`src/rtl/turbosound_pkg.sv`:
```
// Shared types and constants for the TurboSound-style multi-chip bus front end and mixer.
package turbosound_pkg;

  typedef enum logic [1:0] {
    StIdle,
    StAcc,
    StMix,
    StOut
  } mix_state_e;

  localparam logic [3:0] SelByteCode  = 4'hF;
  localparam logic [3:0] ModeByteCode = 4'hE;

  localparam int unsigned PsgAccW = 11;
  localparam int unsigned FmAccW  = 13;
  localparam int unsigned MixW    = 14;

endpackage

```
`src/rtl/turbosound_mixer.sv`:
```
// Walks the chips one per cycle, accumulating PSG and FM levels, then mixes and saturates.
module turbosound_mixer
  import turbosound_pkg::*;
#(
  parameter int unsigned NumChips = 2,
  parameter int unsigned OutW     = 12
) (
  input  logic                         clk_i,
  input  logic                         rst_i,
  input  logic                         sample_ce_i,
  input  logic                         fm_ena_i,
  input  logic                         acb_i,
  input  logic [8*NumChips-1:0]        psg_a_i,
  input  logic [8*NumChips-1:0]        psg_b_i,
  input  logic [8*NumChips-1:0]        psg_c_i,
  input  logic [16*NumChips-1:0]       fm_i,
  output logic signed [OutW-1:0]       chan_l_o,
  output logic signed [OutW-1:0]       chan_r_o,
  output logic                         out_valid_o,
  output logic                         busy_o
);

  localparam logic [2:0] LastChip = 3'(NumChips - 1);
  localparam logic signed [16:0] SatMax = 17'((1 << (OutW - 1)) - 1);
  localparam logic signed [16:0] SatMin = ~SatMax;

  mix_state_e state_q, state_d;
  logic [2:0] cnt_q, cnt_d;
  logic [PsgAccW-1:0] acc_a_q, acc_a_d, acc_b_q, acc_b_d, acc_c_q, acc_c_d;
  logic signed [FmAccW-1:0] acc_fm_q, acc_fm_d;
  logic [OutW-1:0] chan_l_q, chan_l_d, chan_r_q, chan_r_d;

  logic [7:0] chip_a, chip_b, chip_c;
  logic [9:0] chip_fm;
  logic [MixW-1:0] mix_l, mix_r;
  logic signed [16:0] fm_term, sum_l, sum_r;

  function automatic logic [OutW-1:0] sat(input logic signed [16:0] v);
    if (v > SatMax) return SatMax[OutW-1:0];
    if (v < SatMin) return SatMin[OutW-1:0];
    return v[OutW-1:0];
  endfunction

  always_comb begin
    chip_a  = '0;
    chip_b  = '0;
    chip_c  = '0;
    chip_fm = '0;
    for (int unsigned i = 0; i < NumChips; i++) begin
      if (cnt_q == 3'(i)) begin
        chip_a  = psg_a_i[8*i +: 8];
        chip_b  = psg_b_i[8*i +: 8];
        chip_c  = psg_c_i[8*i +: 8];
        chip_fm = fm_i[16*i+6 +: 10];
      end
    end
  end

  // ACB swaps the roles of B and C so C becomes the centre channel.
  always_comb begin
    if (acb_i) begin
      mix_l = {2'b0, acc_a_q, 1'b0} + {3'b0, acc_c_q};
      mix_r = {2'b0, acc_b_q, 1'b0} + {3'b0, acc_c_q};
    end else begin
      mix_l = {2'b0, acc_a_q, 1'b0} + {3'b0, acc_b_q};
      mix_r = {2'b0, acc_c_q, 1'b0} + {3'b0, acc_b_q};
    end
    fm_term = fm_ena_i ? {{4{acc_fm_q[FmAccW-1]}}, acc_fm_q} : '0;
    sum_l   = $signed({3'b0, mix_l}) + fm_term;
    sum_r   = $signed({3'b0, mix_r}) + fm_term;
  end

  always_comb begin
    state_d  = state_q;
    cnt_d    = cnt_q;
    acc_a_d  = acc_a_q;
    acc_b_d  = acc_b_q;
    acc_c_d  = acc_c_q;
    acc_fm_d = acc_fm_q;
    chan_l_d = chan_l_q;
    chan_r_d = chan_r_q;
    unique case (state_q)
      StIdle: begin
        if (sample_ce_i) begin
          state_d  = StAcc;
          cnt_d    = '0;
          acc_a_d  = '0;
          acc_b_d  = '0;
          acc_c_d  = '0;
          acc_fm_d = '0;
        end
      end
      StAcc: begin
        acc_a_d  = acc_a_q + PsgAccW'(chip_a);
        acc_b_d  = acc_b_q + PsgAccW'(chip_b);
        acc_c_d  = acc_c_q + PsgAccW'(chip_c);
        acc_fm_d = acc_fm_q + {{3{chip_fm[9]}}, chip_fm};
        if (cnt_q == LastChip) begin
          state_d = StMix;
        end else begin
          cnt_d = cnt_q + 3'd1;
        end
      end
      StMix: begin
        chan_l_d = sat(sum_l);
        chan_r_d = sat(sum_r);
        state_d  = StOut;
      end
      StOut: begin
        state_d = StIdle;
      end
      default: state_d = StIdle;
    endcase
  end

  always_ff @(posedge clk_i) begin
    if (rst_i) begin
      state_q  <= StIdle;
      cnt_q    <= '0;
      acc_a_q  <= '0;
      acc_b_q  <= '0;
      acc_c_q  <= '0;
      acc_fm_q <= '0;
      chan_l_q <= '0;
      chan_r_q <= '0;
    end else begin
      state_q  <= state_d;
      cnt_q    <= cnt_d;
      acc_a_q  <= acc_a_d;
      acc_b_q  <= acc_b_d;
      acc_c_q  <= acc_c_d;
      acc_fm_q <= acc_fm_d;
      chan_l_q <= chan_l_d;
      chan_r_q <= chan_r_d;
    end
  end

  assign chan_l_o    = chan_l_q;
  assign chan_r_o    = chan_r_q;
  assign out_valid_o = (state_q == StOut);
  assign busy_o      = (state_q != StIdle);

endmodule

```
`src/rtl/turbosound_n.sv`:
```
// Multi-chip sound bus front end: synchronises the CPU bus, decodes select/mode/address/data
// writes, and feeds the mixer. TS_STEREO_MODE_EN enables the ACB stereo mode bit.
module turbosound_n
  import turbosound_pkg::*;
#(
  parameter int unsigned NUM_CHIPS = 2,
  parameter int unsigned OUT_W     = 12
) (
  input  logic                     CLK,
  input  logic                     RESET,
  input  logic                     BDIR,
  input  logic                     BC,
  input  logic [7:0]               DI,
  input  logic                     SAMPLE_CE,
  input  logic [8*NUM_CHIPS-1:0]   PSG_A,
  input  logic [8*NUM_CHIPS-1:0]   PSG_B,
  input  logic [8*NUM_CHIPS-1:0]   PSG_C,
  input  logic [16*NUM_CHIPS-1:0]  FM,
  input  logic [8*NUM_CHIPS-1:0]   CHIP_DO,
  output logic [NUM_CHIPS-1:0]     CS_N,
  output logic                     WR_N,
  output logic                     ADDR,
  output logic [7:0]               DIN,
  output logic [7:0]               DO,
  output logic signed [OUT_W-1:0]  CHANNEL_L,
  output logic signed [OUT_W-1:0]  CHANNEL_R,
  output logic                     OUT_VALID,
  output logic                     BUSY
);

  logic bdir_s1_q, bdir_s2_q, bdir_hist_q;
  logic bc_s1_q, bc_s2_q;
  logic [7:0] di_s1_q, di_s2_q;

  logic [2:0] sel_q, sel_d;
  logic stat_sel_q, stat_sel_d;
  logic fm_ena_q, fm_ena_d;
  logic access_q, access_d;
  logic acb_q, acb_d;
  logic wr_n_q, wr_n_d;
  logic [7:0] din_q, din_d;

  logic bus_wr;
  logic addr_fwd;
  logic [2:0] sel_idx;
  logic [NUM_CHIPS-1:0] cs_n;
  logic [7:0] rd_mux;

  always_comb begin
    sel_d      = sel_q;
    stat_sel_d = stat_sel_q;
    fm_ena_d   = fm_ena_q;
    access_d   = access_q;
    acb_d      = acb_q;
    din_d      = din_q;
    wr_n_d     = 1'b1;
    addr_fwd   = 1'b0;
    bus_wr     = bdir_s2_q & ~bdir_hist_q;
    sel_idx    = ~di_s2_q[2:0];
    if (bus_wr) begin
      din_d = di_s2_q;
      if (bc_s2_q) begin
        if (di_s2_q[7:4] == SelByteCode) begin
          if (32'(sel_idx) < NUM_CHIPS) sel_d = sel_idx;
          access_d = 1'b0;
        end else if (di_s2_q[7:4] == ModeByteCode) begin
          stat_sel_d = di_s2_q[0];
          fm_ena_d   = ~di_s2_q[1];
`ifdef TS_STEREO_MODE_EN
          acb_d      = di_s2_q[2];
`else
          acb_d      = 1'b0;
`endif
        end else begin
          // PSG registers (high nibble 0) always reach the chip; FM registers only when enabled.
          addr_fwd = (di_s2_q[7:4] == 4'h0) || fm_ena_q;
          access_d = addr_fwd;
          wr_n_d   = ~addr_fwd;
        end
      end else begin
        wr_n_d = ~access_q;
      end
    end
  end

  always_ff @(posedge CLK) begin
    if (RESET) begin
      bdir_s1_q   <= 1'b0;
      bdir_s2_q   <= 1'b0;
      bdir_hist_q <= 1'b0;
      bc_s1_q     <= 1'b0;
      bc_s2_q     <= 1'b0;
      di_s1_q     <= '0;
      di_s2_q     <= '0;
      sel_q       <= '0;
      stat_sel_q  <= 1'b1;
      fm_ena_q    <= 1'b0;
      access_q    <= 1'b0;
      acb_q       <= 1'b0;
      wr_n_q      <= 1'b1;
      din_q       <= '0;
    end else begin
      bdir_s1_q   <= BDIR;
      bdir_s2_q   <= bdir_s1_q;
      bdir_hist_q <= bdir_s2_q;
      bc_s1_q     <= BC;
      bc_s2_q     <= bc_s1_q;
      di_s1_q     <= DI;
      di_s2_q     <= di_s1_q;
      sel_q       <= sel_d;
      stat_sel_q  <= stat_sel_d;
      fm_ena_q    <= fm_ena_d;
      access_q    <= access_d;
      acb_q       <= acb_d;
      wr_n_q      <= wr_n_d;
      din_q       <= din_d;
    end
  end

  always_comb begin
    cs_n   = '1;
    rd_mux = '0;
    for (int unsigned i = 0; i < NUM_CHIPS; i++) begin
      if (sel_q == 3'(i)) begin
        cs_n[i] = 1'b0;
        rd_mux  = CHIP_DO[8*i +: 8];
      end
    end
  end

  assign CS_N = cs_n;
  assign DO   = rd_mux;
  assign WR_N = wr_n_q;
  assign DIN  = din_q;
  assign ADDR = (bdir_s2_q | ~wr_n_q) ? ~bc_s2_q : stat_sel_q;

  turbosound_mixer #(
    .NumChips (NUM_CHIPS),
    .OutW     (OUT_W)
  ) u_mixer (
    .clk_i       (CLK),
    .rst_i       (RESET),
    .sample_ce_i (SAMPLE_CE),
    .fm_ena_i    (fm_ena_q),
    .acb_i       (acb_q),
    .psg_a_i     (PSG_A),
    .psg_b_i     (PSG_B),
    .psg_c_i     (PSG_C),
    .fm_i        (FM),
    .chan_l_o    (CHANNEL_L),
    .chan_r_o    (CHANNEL_R),
    .out_valid_o (OUT_VALID),
    .busy_o      (BUSY)
  );

endmodule

```
`config.mk`:
```
export PLATFORM = sky130hd
export DESIGN_NAME = turbosound_n
export DESIGN_NICKNAME = d
export VERILOG_FILES = /design/src/rtl/turbosound_pkg.sv /design/src/rtl/turbosound_mixer.sv /design/src/rtl/turbosound_n.sv
export SDC_FILE = /design/constraint.sdc
export NUM_CORES = 1
export LEC_CHECK = 0
export CORE_MARGIN = 4
export CORE_UTILIZATION = 40
export CTS_BUF_LIST = sky130_fd_sc_hd__clkbuf_16
export DETAILED_ROUTE_END_ITERATION = 8
export GPL_TIMING_DRIVEN = 0
export PLACE_DENSITY_LB_ADDON = 0.2
export SKIP_LAST_GASP = 1
export SLEW_MARGIN = 20
export SYNTH_ARGS = -nofsm -noshare
export SYNTH_HDL_FRONTEND = slang
export SYNTH_SLANG_ARGS = --single-unit
```
`constraint.sdc`:
```
create_clock -name CLK -period 4.68 [get_ports CLK]
set_input_delay 0.702 -clock CLK [delete_from_list [all_inputs] [get_ports CLK]]
set_output_delay 0.702 -clock CLK [all_outputs]
set_load 0.005 [all_outputs]
```
---- Word-level counts from Yosys, hierarchy flattened ----
Index checks and enable logic that the tools add are counted.
word-level totals
  bits of input ports ..................... 109
  output and inout bits ................... 46
  register bits ........................... 111
  word-level logic and storage cells ...... 120
cells by class
  reduce and logical (&&, ||, !) cells .... 14
  add/subtract/negate cells ............... 9
  equal/unequal tests ..................... 11
  magnitude comparators ................... 5
  mux-type cells .......................... 49
  bitwise operators ....................... 11
operators with widths
  kind                                                                                count
  12-bit 2-to-1 mux                                                                   8
  11-bit one-hot mux with 2 select lines                                              3
  8-bit 2-to-1 mux                                                                    8
  15-bit by 17-bit adder with 17-bit output                                           2
  17-bit by 12-bit greater-than comparator with 1-bit output (second input constant)  2
  17-bit by 12-bit less-than comparator with 1-bit output (second input constant)     2
  11-bit by 8-bit adder with 11-bit output                                            3
  12-bit by 11-bit adder with 13-bit output                                           2
  13-bit one-hot mux with 2 select lines                                              1
  10-bit 2-to-1 mux                                                                   2
  1-bit 2-to-1 mux                                                                    18
  17-bit 2-to-1 mux                                                                   1
  13-bit adder                                                                        1
  13-bit 2-to-1 mux                                                                   1
  11-bit 2-to-1 mux                                                                   1
  4-bit equality test (second input constant)                                         2
  1-bit NOT                                                                           8
  2-bit one-hot mux with 4 select lines                                               1
  4-bit AND reduction                                                                 2
  3-bit by 1-bit equality test with 1-bit output (second input constant)              2
  3-bit zero test                                                                     2
  3-bit 2-to-1 mux                                                                    2
  2-bit != test (second input constant)                                               3
  3-bit one-hot mux with 2 select lines                                               1
  16 further kinds                                                                    21

---- Longest topological paths before layout ----
Gate-level depths: netlist of the first run.
  depth after elaboration ................. 9
  depth in mapped cells ................... 21
  gate-level depth less buffers ........... 20

---- Cells and area by module ----
From an unflattened synthesis of the first run, not the netlist that was laid out.
unflattened totals
  cells, all modules ...................... 1095
  area total of the unflattened synthesis .. 9116.2 sq um
modules (own cells, without submodules)
  module            cells an instance  sequential area each (sq um)  instances  area an instance (sq um)
  turbosound_mixer  967                1501.4                        1          7826.3
  turbosound_n      128                720.7                         1          1290.0

---- Least setup slack after synthesis of the first run ----
Ideal clock, no wire load.
  path type ............................... flip-flop to flip-flop
  start ................................... reg u_mixer.acc_b_q[1]
  end ..................................... reg u_mixer.chan_l_q[10] (netlist: u_mixer.chan_l_o[10])
  required time ........................... 4558 ps
  cell stages (with the launch flop) ...... 22
  slack ................................... 554 ps
  arrival ................................. 4005 ps
  path buffers ............................ 1
  period minus slack after synthesis ...... 4126 ps
  library setup time ...................... 122 ps
  cells stage by stage .................... dfxtp_1 -> ha_1 -> inv_1 -> fa_1 -> nor2b_1 -> o21ai_0 -> a21boi_1 -> o21ai_0 -> a21boi_1 -> o21ai_0 -> or4b_1 -> o211ai_1 -> ha_1 -> and3_1 -> a31oi_1 -> o21a_1 -> nand2_4 -> o311ai_4 -> o41ai_2 -> and3b_1 -> buf_6 -> a221o_1
on the way
  cells in the longest elaborated chain, start to end .. 8
  elaborated cells on any way between the ends .. 12
  classes of those cells .................. add/sub (2); order compare (2); mux (8)
ends and longest elaborated chain
  item                                                     line                     text
  start: declaration                                       turbosound_mixer.sv:29   logic [PsgAccW-1:0] acc_a_q, acc_a_d, acc_b_q, acc_b_d, acc_c_q, acc_c_d;
  start signal: assignment                                 turbosound_mixer.sv:121  acc_b_q <= '0;
  start signal: assignment                                 turbosound_mixer.sv:130  acc_b_q <= acc_b_d;
  12-bit by 11-bit adder with 13-bit output (*)            turbosound_mixer.sv:65   mix_l = {2'b0, acc_a_q, 1'b0} + {3'b0, acc_b_q};
  15-bit by 17-bit adder with 17-bit output (*)            turbosound_mixer.sv:69   sum_l = $signed({3'b0, mix_l}) + fm_term;
  17-bit by 12-bit less-than comparator with 1-bit output  turbosound_mixer.sv:40   if (v < SatMin) return SatMin[OutW-1:0];
  1-bit 2-to-1 mux (2 in a row)                            turbosound_mixer.sv:40
  1-bit 2-to-1 mux                                         turbosound_mixer.sv:82   unique case (state_q)
  12-bit 2-to-1 mux                                        turbosound_mixer.sv:41   return v[OutW-1:0];
  12-bit 2-to-1 mux (*)                                    turbosound_mixer.sv:40
  end signal: assignment                                   turbosound_mixer.sv:133  chan_l_q <= chan_l_d;
  end: declaration                                         turbosound_mixer.sv:31   logic [OutW-1:0] chan_l_q, chan_l_d, chan_r_q, chan_r_d;
Every way passes the cells marked *; elsewhere a longest branch is shown, timed or not. The select of a mux whose other input is x is not followed.
A chain may end at the register's enable or synchronous reset.

---- Worst setup path after layout of the first run ----
Ends and elaborated chain as after synthesis.

==> reports/qor.csv, run 1 <==
stage,metric,value,unit
clocking,htree depth,3,
route,final routed DRC violation total,0,
critical_path,crit path max fanout,9,
route,wire length per cell,15.7,µm
timing,setup TNS,0,ns
global_route,initial antenna violation count,0,
pwr,Seq pwr share,0.269,
floorplanning,die width,152,µm
place,Buffers on Ports,142,
critical_path,WP data arrival,4.70,ns
timing,min Tclk post-route,4.44,ns
critical_path,kind of critical path,register to register,
place,Routability Congestion,0.923,
synthesis,Ys Warns,0,
timing,Max-slew headroom,0.341,
critical_path,CP Launch Type,register,
synthesis,"area leader, netlist",dfxtp_1,
floorplanning,Core Region,20400,µm²
route,TritonRoute pass-1 iters,5,
timing,Max Clock Freq,225,MHz
critical_path,FF-to-FF setup slack,0.24,ns
critical_path,reg2reg start,u_mixer.acc_b_q[1],
route,Starting DRT DRC Count,466,
critical_path,crit path from,u_mixer.acc_b_q[1],
route,total vias in the final route,7687,
synthesis,synthesized net count,1221,
final_layout,fillers,1996,
synthesis,post-synthesis sequential area ratio,0.267,
clocking,"Hold-fix buffers, CTS",0,
route,"antenna viol nets, final",0,
synthesis,Synth Area per Inst,8.22,µm²
clocking,clk slew on worst S/H paths,0.08,ns
floorplanning,FP Rows,52,
final_layout,Layout Utilization,0.514,
synthesis,Netlist cell types,73,
clocking,CTS Buffer Depth,2,
global_route,number of global-route vias before repair,7259,
synthesis,Yosys reg bits,111,
global_route,GR Overflow Total,0,
min_path,worst min path class,register to register,
pwr,leakage power,4.46,nW
final_layout,Diodes inserted,0,
pwr,total power,0.00461,W
clocking,CTS sink cnt,111,
route,DRT Wirelength,22700,µm
floorplanning,I/O pin total,155,
critical_path,CP endpoint,u_mixer.chan_l_o[10],
pwr,Max IR drop VDD,0.245,mV
global_route,largest net degree at the start of global routing,23,
synthesis,cell count after synthesis,1012,
global_route,GR Util All Layers,0.192,
timing,Layout Skew,0.00925,ns
floorplanning,die area,23200,µm²
pwr,combinational share of power,0.556,
critical_path,Worst Path Required,4.93,ns
floorplanning,Starting Density,0.409,
clocking,CTS tree,built,
final_layout,design area,10500,µm²
synthesis,asr flop ratio synth,0,
clocking,Skew-Pair Late Insertion Delay,0.37,ns
final_layout,Reg area,2230,µm²
timing,Final period util,0.949,
clocking,CTS buffer count,9,
timing,"Slew Viols, Final",0,
critical_path,Crit. End Element,register,
final_layout,fin cells,1443,
final_layout,Nets,1377,
place,placed cell area,10100,µm²
pwr,Clock Power Share,0.174,
global_route,first-pass GRT wire length,36700,µm
timing,Fin. Hold Viols,0,
run_status,run status,finished clean,
floorplanning,Die Height,152,µm
timing,Worst-Margin Slew,0.987,ns
place,dpl hpwl,18400,µm
place,dpl cells,1425,
synthesis,Synth top area share,0.267,
pwr,Power Density,441,nW/µm²
pwr,Net Sw Power,0.00201,W
critical_path,R2R Path End,u_mixer.chan_l_o[10],
synthesis,top cells by area in the synthesized netlist,"dfxtp_1 (27%), ha_1 (14%), a22o_1 (4.9%), nor2_1 (4.3%), a21oi_1 (4.3%)",
critical_path,FF-to-FF path depth,21,
final_layout,share of layout cells above drive strength 1,0.0563,
pwr,Int Power,0.00260,W
pwr,switching share of power,0.435,
synthesis,Post-Syn Area,8320,µm²
final_layout,area added between synthesis and finish,25.7,%
job,max-capacitance violation count,0,
route,Vias/cell,5.33,
final_layout,area of the multi-input gates,5710,µm²
clocking,Root Driver,clkbuf_16,
synthesis,"Top FF cell, synth",dfxtp_1,
timing,Final setup viols,0,
synthesis,number of synthesized flops with an enable pin,0,
-- power by group through the flow --
stage               Sequential, W  Combinational (W)  Clock [W]
finish                    0.00124            0.00256   0.000804
global route              0.00127            0.00286   0.000854
global placement          0.00126            0.00250          0
floorplan                 0.00122            0.00179          0
CTS                       0.00124            0.00256   0.000821
detailed placement        0.00126            0.00254          0
-- critical path: stages, from the launching register on --
cell      delay, ns
dfxtp_2        0.36
ha_1           0.21
inv_1          0.07
fa_1           0.20
nor2b_1        0.06
o21ai_1        0.19
a21boi_2       0.10
o21ai_2        0.14
a21boi_1       0.09
o21ai_0        0.16
or4b_1         0.45
o211ai_1       0.15
ha_1           0.34
and3_1         0.23
a31oi_2        0.24
o21a_2         0.22
nand2_4        0.07
o311ai_4       0.27
o41ai_2        0.15
and3b_1        0.19
buf_6          0.13
a221o_1        0.30
-- flip-flops by register name (all words and copies together) (netlist names), 2 cells and up --
| register | flops |
|---|---|
| u_mixer.cnt_q | 3 |
| DIN | 8 |
| u_mixer.acc_c_q | 11 |
| u_mixer.acc_b_q | 11 |
| di_s1_q | 8 |
| u_mixer.acc_a_q | 11 |
| u_mixer.chan_r_o | 12 |
| di_s2_q | 8 |
| u_mixer.state_q | 2 |
| u_mixer.acc_fm_q | 13 |
| sel_q | 3 |
| u_mixer.chan_l_o | 12 |
-- Yosys cell counts, drive strengths merged, types with 5 or more instances --
master  number
a21o        15
and2        18
ha          92
a21boi       9
clkbuf      29
buf         10
nand3       19
a31oi        9
o21a         9
nand2b      10
nor3b        5
or2          6
inv         72
o211ai       6
o21ai       49
xnor2       38
nand2       82
a22o        48
or3          8
a211o        8
a211oi      21
xor2        14
a21oi       73
nor2b       35
dfxtp      111
o31a        11
a22oi       20
nor2        97
fa           8
nor3        17
mux2i       10
a221o       11
-- worst min-delay path by stage --
stage,to,cells past startpoint,from
final,di_s2_q[0],1,di_s1_q[0]
after global routing,di_s2_q[0],1,di_s1_q[0]
after CTS,di_s2_q[0],1,di_s1_q[0]
after detailed placement,di_s2_q[0],1,di_s1_q[0]
after global placement,di_s2_q[6],1,di_s1_q[6]
after floorplan,bc_s2_q,1,bc_s1_q
-- cells in the final DEF (no fill, tap or decap), drive strengths merged, types with 5 or more instances in the layout --
master and count:
o21a 9, or3 8, nand3 19, a21boi 9, a21oi 73, xnor2 38
nor3b 5, fa 8, nand2 82, clkdlybuf4s50 142, mux2i 10, a21o 15
dfxtp 111, o21ai 49, a211o 8, nor3 17, ha 92, clkbuf 38
a211oi 21, o31a 11, inv 75, nand2b 10, o211ai 6, a22oi 20
or2 6, a22o 48, and2 18, nor2 97, nor2b 35, a31oi 9
buf 13, xor2 14, a221o 11
-- routing by layer --
metal  routed length [µm]  global-route usage  up-vias
met3                  972              0.0182       21
li1                     -                   -     3950
met1                10900               0.265     3534
met4                  402              0.0586        0
met2                10400               0.318      182
met5                    0                   0        -
-- logic make-up after synthesis --
family,after synthesis,share of synthesized area
AO/OA/AOI/OAI,313,0.271
buffers and inverters,111,0.0529
AND/OR/NAND/NOR,314,0.183
XOR/XNOR,52,0.0547
multiplexers,11,0.0134
adder cells (fa/ha/maj),100,0.158
flip-flops,111,0.267
-- repair_timing --
item                       4_1_cts  5_1_grt
gates resized for setup          1       18
pin swaps                        0        9
buffers inserted                 0        2
setup endpoints to repair        1       22
-- per-stage QoR --
step	hold slack, ns	worst slack, ns
2_1_floorplan	0.414	0.554
3_3_place_gp	0.417	-0.125
3_5_place_dp	0.422	0.0335
4_1_cts	0.442	0.0574
5_1_grt	0.457	-0.00679
6_report	0.437	0.237
-- area by class of cell --
type                            instances  area share
Inverter                               72      0.0258
Timing Repair Buffer                  145       0.138
Clock inverter                          7     0.00801
Sequential cell                       111       0.213
Tap cell                              270      0.0323
Buffer                                 39      0.0163
Multi-Input combinational cell        790       0.545
Clock buffer                            9      0.0215
(Power assumes the default switching activity.)
==> inputs of run 2 (changes only) <==
==> constraint.sdc (replaced) <==
create_clock -name CLK -period 4.4 [get_ports CLK]
set_input_delay 0.66 -clock CLK [delete_from_list [all_inputs] [get_ports CLK]]
set_output_delay 0.66 -clock CLK [all_outputs]
set_load 0.005 [all_outputs]
==> run 2 against run 1 <==
Utilization grew 1.1 points; sequential power increased by 7%; non-clock buffer count is 14 higher; worst setup slack got worse by 0.23 ns; worst hold slack barely moved; critical path type unchanged; critical endpoint is now u_mixer.chan_l_o[8]; largest power group unchanged.
==> reports/qor.csv, run 2 (synthesized netlist as in run 1, its figures left out) <==
stage,metric,value,unit
run_status,run status,finished clean,
pwr,combinational share of power,0.560,
pwr,Seq pwr share,0.267,
timing,"Slew Viols, Final",0,
critical_path,Worst Path Required,4.65,ns
pwr,switching share of power,0.435,
global_route,initial antenna violation count,0,
pwr,Net Sw Power,0.00216,W
final_layout,Diodes inserted,0,
critical_path,FF-to-FF setup slack,0.003,ns
timing,Final period util,0.999,
clocking,CTS buffer count,9,
floorplanning,die width,152,µm
place,placed cell area,10100,µm²
clocking,clk slew on worst S/H paths,0.08,ns
timing,Max-slew headroom,0.339,
timing,setup TNS,0,ns
final_layout,area added between synthesis and finish,28.5,%
timing,Final setup viols,0,
critical_path,crit path max fanout,5,
final_layout,register with the most flip-flops,u_mixer.acc_fm_q,
clocking,CTS tree,built,
final_layout,Nets,1391,
final_layout,design area,10700,µm²
timing,Layout Skew,0.00905,ns
route,total vias in the final route,7791,
critical_path,crit path from,u_mixer.acc_b_q[1],
global_route,GR Util All Layers,0.194,
clocking,Root Driver,clkbuf_16,
global_route,first-pass GRT wire length,37100,µm
clocking,CTS Buffer Depth,2,
route,wire length per cell,15.8,µm
critical_path,WP data arrival,4.65,ns
floorplanning,I/O pin total,155,
final_layout,area of the multi-input gates,5810,µm²
global_route,met3 Use GR,0.0182,
floorplanning,FP Rows,52,
timing,min Tclk post-route,4.40,ns
pwr,Clock Power Share,0.173,
pwr,total power,0.00496,W
min_path,Hold Path Depth,1,
pwr,Max IR drop VDD,0.266,mV
global_route,met1 usage,0.267,
clocking,CTS sink cnt,111,
place,Buffers on Ports,142,
floorplanning,die area,23200,µm²
final_layout,fillers,1983,
critical_path,CP Launch Type,register,
final_layout,max reg flops,13,
floorplanning,Starting Density,0.409,
place,dpl hpwl,18400,µm
global_route,largest net degree at the start of global routing,23,
route,DRT Wirelength,23000,µm
final_layout,most frequent cells in the layout,"clkdlybuf4s50_1 (142), dfxtp_1 (104), nor2_1 (96)",
floorplanning,Core Region,20400,µm²
clocking,htree depth,3,
route,TritonRoute pass-1 iters,5,
global_route,M2 GR Usage,0.320,
critical_path,kind of critical path,register to register,
min_path,Hold Path End,di_s2_q[0],
timing,RSZ-0062 raised after global routing,true,
pwr,leakage power,4.57,nW
route,Starting DRT DRC Count,524,
min_path,hold path start,di_s1_q[0],
final_layout,Reg area,2230,µm²
route,"antenna viol nets, final",0,
pwr,Power Density,464,nW/µm²
critical_path,reg2reg start,u_mixer.acc_b_q[1],
timing,Worst-Margin Slew,0.990,ns
global_route,number of global-route vias before repair,7310,
place,Routability Congestion,0.923,
critical_path,R2R Path End,u_mixer.chan_l_o[8],
floorplanning,Die Height,152,µm
min_path,worst min path class,register to register,
job,max-capacitance violation count,0,
timing,Max Clock Freq,227,MHz
route,Vias/cell,5.35,
route,final routed DRC violation total,0,
final_layout,"commonest non-fill, non-tap cell in the layout",clkdlybuf4s50_1,
critical_path,Crit. End Element,register,
global_route,GR Overflow Total,0,
timing,Fin. Hold Viols,0,
critical_path,FF-to-FF path depth,21,
final_layout,share of layout cells above drive strength 1,0.0868,
pwr,Int Power,0.00280,W
global_route,GRT Max-Usage Layer,met2,
clocking,"Hold-fix buffers, CTS",0,
clocking,Skew-Pair Late Insertion Delay,0.37,ns
==> run 2: cell count changes in the layout (fill, tap and decap cells not counted), sizes merged <==
cell | before | now
buf | 13 | 27
==> run 2: metal layers <==
metal / wire [µm] / vias up
met5: 0 / -
met4: 515 / 0
met3: 948 / 27
met2: 10600 / 175
met1: 11000 / 3611
li1: - / 3978
==> run 2: timing repair <==
item / 4_1_cts / 5_1_grt
pin swaps: 9 / 30
cloned: 0 / 1
endpoints found under the hold margin: 0 / 0
resized for setup: 14 / 40
endpoints found under the setup margin: 20 / 29
buffers inserted: 7 / 9
==> run 2: worst max-delay path by stage <==
stage,end,slack [ns]
final,u_mixer.chan_l_o[8],0.003
after global routing,u_mixer.chan_l_o[8],-0.24
after CTS,u_mixer.chan_l_o[10],0.005
after detailed placement,u_mixer.chan_l_o[1],-0.25
after global placement,u_mixer.acc_c_q[10],-0.40
after floorplan,u_mixer.chan_l_o[10],0.27
==> run 2: layout make-up <==
class,count,area share
multi-input combinational,790,0.544
sequential,111,0.209
timing repair buffer,160,0.146
tap,270,0.0316
inverter,72,0.0253
clock buffer,9,0.0211
buffer,38,0.0160
clock inverter,7,0.00784
==> run 2: power by group through the flow <==
stage	Combinational [W]	Clock [W]	Sequential [W]
2_1_floorplan	0.00190	0	0.00130
3_3_place_gp	0.00266	0	0.00134
3_5_place_dp	0.00271	0	0.00134
4_1_cts	0.00273	0.000873	0.00132
5_1_grt	0.00310	0.000908	0.00135
6_report	0.00278	0.000857	0.00133
==> run 2: worst max-delay path: stages, from the launching register on <==
cell,delay [ns]
dfxtp_4,0.37
ha_4,0.16
inv_2,0.05
fa_2,0.21
nor2b_1,0.05
o21ai_1,0.17
a21boi_1,0.11
o21ai_1,0.20
a21boi_1,0.12
o21ai_1,0.17
or4b_1,0.45
o211ai_1,0.15
ha_1,0.33
and3_4,0.19
a31oi_4,0.16
o21a_1,0.21
nand2_4,0.08
o311ai_4,0.31
o41ai_2,0.13
and3b_2,0.26
buf_6,0.13
a221o_1,0.28
==> run 2: stage by stage <==
step	worst slack, ns	hold slack, ns	cells	util
floorplan	0.274	0.414	1012	-
global placement	-0.405	0.417	1424	0.495
detailed placement	-0.246	0.422	1425	0.496
CTS	0.00502	0.442	1448	0.515
global route	-0.238	0.457	1457	0.525
finish	0.00267	0.436	1457	0.525
==> inputs of run 3 (changes only) <==
--- a/config.mk
+++ b/config.mk
@@ -5,8 +5,10 @@
 export SDC_FILE = /design/constraint.sdc
 export NUM_CORES = 1
 export LEC_CHECK = 0
+export CELL_PAD_IN_SITES_DETAIL_PLACEMENT = 1
+export CELL_PAD_IN_SITES_GLOBAL_PLACEMENT = 2
 export CORE_MARGIN = 4
-export CORE_UTILIZATION = 40
+export CORE_UTILIZATION = 34
 export CTS_BUF_LIST = sky130_fd_sc_hd__clkbuf_16
 export DETAILED_ROUTE_END_ITERATION = 8
 export GPL_TIMING_DRIVEN = 0
==> constraint.sdc (replaced) <==
create_clock -name CLK -period 5.6 [get_ports CLK]
set_input_delay 0.84 -clock CLK [delete_from_list [all_inputs] [get_ports CLK]]
set_output_delay 0.84 -clock CLK [all_outputs]
set_load 0.005 [all_outputs]
==> run 3 against run 2 <==
Clock power is 19% lower; cell area decreased by 2.0%; combinational power shrank 22%; final cell count up 2.3%; fmax down 7.3%.
==> reports/qor.csv, run 3 (synthesized netlist as in run 1, its figures left out) <==
stage,metric,value,unit
global_route,GR Overflow Total,0,
global_route,initial antenna violation count,0,
route,Starting DRT DRC Count,304,
timing,Fin. Hold Viols,0,
critical_path,"Cell Chain, Critical Path","ha_1, inv_1, fa_1, nor2b_1, o21ai_0, a21boi_1, o21ai_0, a21boi_1, o21ai_0, or4b_1, o211ai_1, ha_1, and3_1, a31oi_1, o21a_1, nand2_4, o311ai_1, a31oi_1, and3b_1, buf_2, a221o_1",
clocking,CTS buffer count,9,
critical_path,crit path max fanout,9,
final_layout,"commonest non-fill, non-tap cell in the layout",clkdlybuf4s50_1,
route,metal1 wirelength,12600,µm
critical_path,kind of critical path,register to register,
timing,"Slew Viols, Final",0,
timing,Final period util,0.847,
clocking,"Hold-fix buffers, CTS",0,
floorplanning,die area,27000,µm²
floorplanning,I/O pin total,155,
final_layout,fillers,2849,
pwr,leakage power,4.45,nW
clocking,postcts setup bufs,0,
pwr,Max IR drop VDD,0.201,mV
clocking,htree depth,3,
final_layout,fin cells,1490,
place,dpl cells,1474,
floorplanning,FP Rows,56,
run_status,run status,finished clean,
route,DRT Wirelength,26100,µm
final_layout,max reg flops,13,
global_route,first-pass GRT wire length,40900,µm
critical_path,most frequent CP cell,o21ai_0,
clocking,clk slew on worst S/H paths,0.09,ns
floorplanning,die width,164,µm
clocking,CTS tree,built,
critical_path,Worst Path Required,5.84,ns
route,"antenna viol nets, final",0,
final_layout,register with the most flip-flops,u_mixer.acc_fm_q,
route,TritonRoute pass-1 iters,4,
timing,min Tclk post-route,4.74,ns
global_route,largest net degree at the start of global routing,24,
critical_path,Crit. End Element,register,
critical_path,WP data arrival,4.99,ns
clocking,Post-CTS Resized,0,
timing,setup TNS,0,ns
place,pre-CTS WS,0.877,ns
route,highest routed layer,met4,
clocking,Root Driver,clkbuf_16,
timing,Max-slew headroom,0.370,
clocking,Skew-Pair Late Insertion Delay,0.37,ns
critical_path,Max stage delay on crit path,0.45,ns
final_layout,share of layout cells above drive strength 1,0.0444,
floorplanning,Core Region,23800,µm²
timing,Max Clock Freq,211,MHz
pwr,total power,0.00391,W
timing,PnR worst setup slack,0.856,ns
floorplanning,Starting Density,0.350,
min_path,worst min path class,register to register,
timing,Final setup viols,0,
clocking,CTS sink cnt,111,
final_layout,area added between synthesis and finish,25.9,%
timing,Worst-Margin Slew,0.937,ns
critical_path,Crit-path slowest cell,or4b_1,
critical_path,CP Launch Type,register,
route,total vias in the final route,7711,
floorplanning,Die Height,164,µm
place,dpl hpwl,21700,µm
global_route,number of global-route vias before repair,7619,
global_route,GR Util All Layers,0.191,
final_layout,Nets,1375,
route,DR WL met2,12300,µm
final_layout,Diodes inserted,0,
final_layout,most frequent cells in the layout,"clkdlybuf4s50_1 (142), dfxtp_1 (111), nor2_1 (96)",
place,Routability Congestion,0.840,
timing,Layout Skew,0.0216,ns
route,Vias/cell,5.18,
place,Buffers on Ports,142,
pwr,Power Density,373,nW/µm²
route,wire length per cell,17.5,µm
job,max-capacitance violation count,0,
route,met3 wire len,769,µm
route,final routed DRC violation total,0,
clocking,CTS Buffer Depth,2,
timing,RSZ-0062 raised after global routing,false,
-- run 3: cell count changes in the layout (fill, tap and decap cells not counted), sizes merged --
cell / change
buf: -16
inv: +1
clkinv: -1
-- run 3: final cells by class --
| class | count | area (µm²) | share of cell area |
|---|---|---|---|
| Buffer | 39 | 170 | 0.0162 |
| Clock buffer | 9 | 225 | 0.0215 |
| Clock inverter | 7 | 93.8 | 0.00896 |
| Inverter | 72 | 270 | 0.0258 |
| Multi-Input combinational cell | 790 | 5670 | 0.541 |
| Sequential cell | 111 | 2220 | 0.212 |
| Tap cell | 319 | 399 | 0.0381 |
| Timing Repair Buffer | 143 | 1430 | 0.136 |
-- run 3: through the flow --
| stage | cell area, µm² | hold WS [ns] | utilization |
|---|---|---|---|
| 2_1_floorplan | 8320 | 0.414 | - |
| 3_3_place_gp | 10100 | 0.415 | 0.427 |
| 3_5_place_dp | 10200 | 0.428 | 0.428 |
| 4_1_cts | 10500 | 0.443 | 0.441 |
| 5_1_grt | 10500 | 0.467 | 0.441 |
| 6_report | 10500 | 0.439 | 0.441 |
-- run 3: power breakdown --
group	switching, W	leakage, nW	internal, W	total, W
Combinational	0.00123	3.40	0.000928	0.00216
Clock	0.000367	0.154	0.000327	0.000695
Sequential	0.000134	0.903	0.000922	0.00106
Total	0.00174	4.45	0.00218	0.00391
-- run 3: final timing paths --
check / start / endpoint / slack (ns) / depth (start not counted)
worst min register to register: di_s2_q[3] / DIN[3] / 0.44 / 2
worst max-delay path: u_mixer.acc_b_q[1] / u_mixer.chan_l_o[0] / 0.86 / 21
worst max register to register: u_mixer.acc_b_q[1] / u_mixer.chan_l_o[0] / 0.86 / 21
worst min-delay path: di_s2_q[3] / DIN[3] / 0.44 / 2
-- run 3: per-layer routing --
layer / track usage / vias to the layer above
li1: - / 3933
met1: 0.262 / 3641
met2: 0.323 / 119
met3: 0.0207 / 18
met4: 0.0465 / 0
met5: 0 / -
-- run 3: worst max-delay path, delay by kind of cell (launching register included) --
family / cells / cell delay [ns]
AOI/OAI and AO/OA: 11 / 2.29
adders and majority gates: 3 / 0.77
buffers and inverters: 2 / 0.23
DFF: 1 / 0.37
and+or+nand+nor: 5 / 0.98
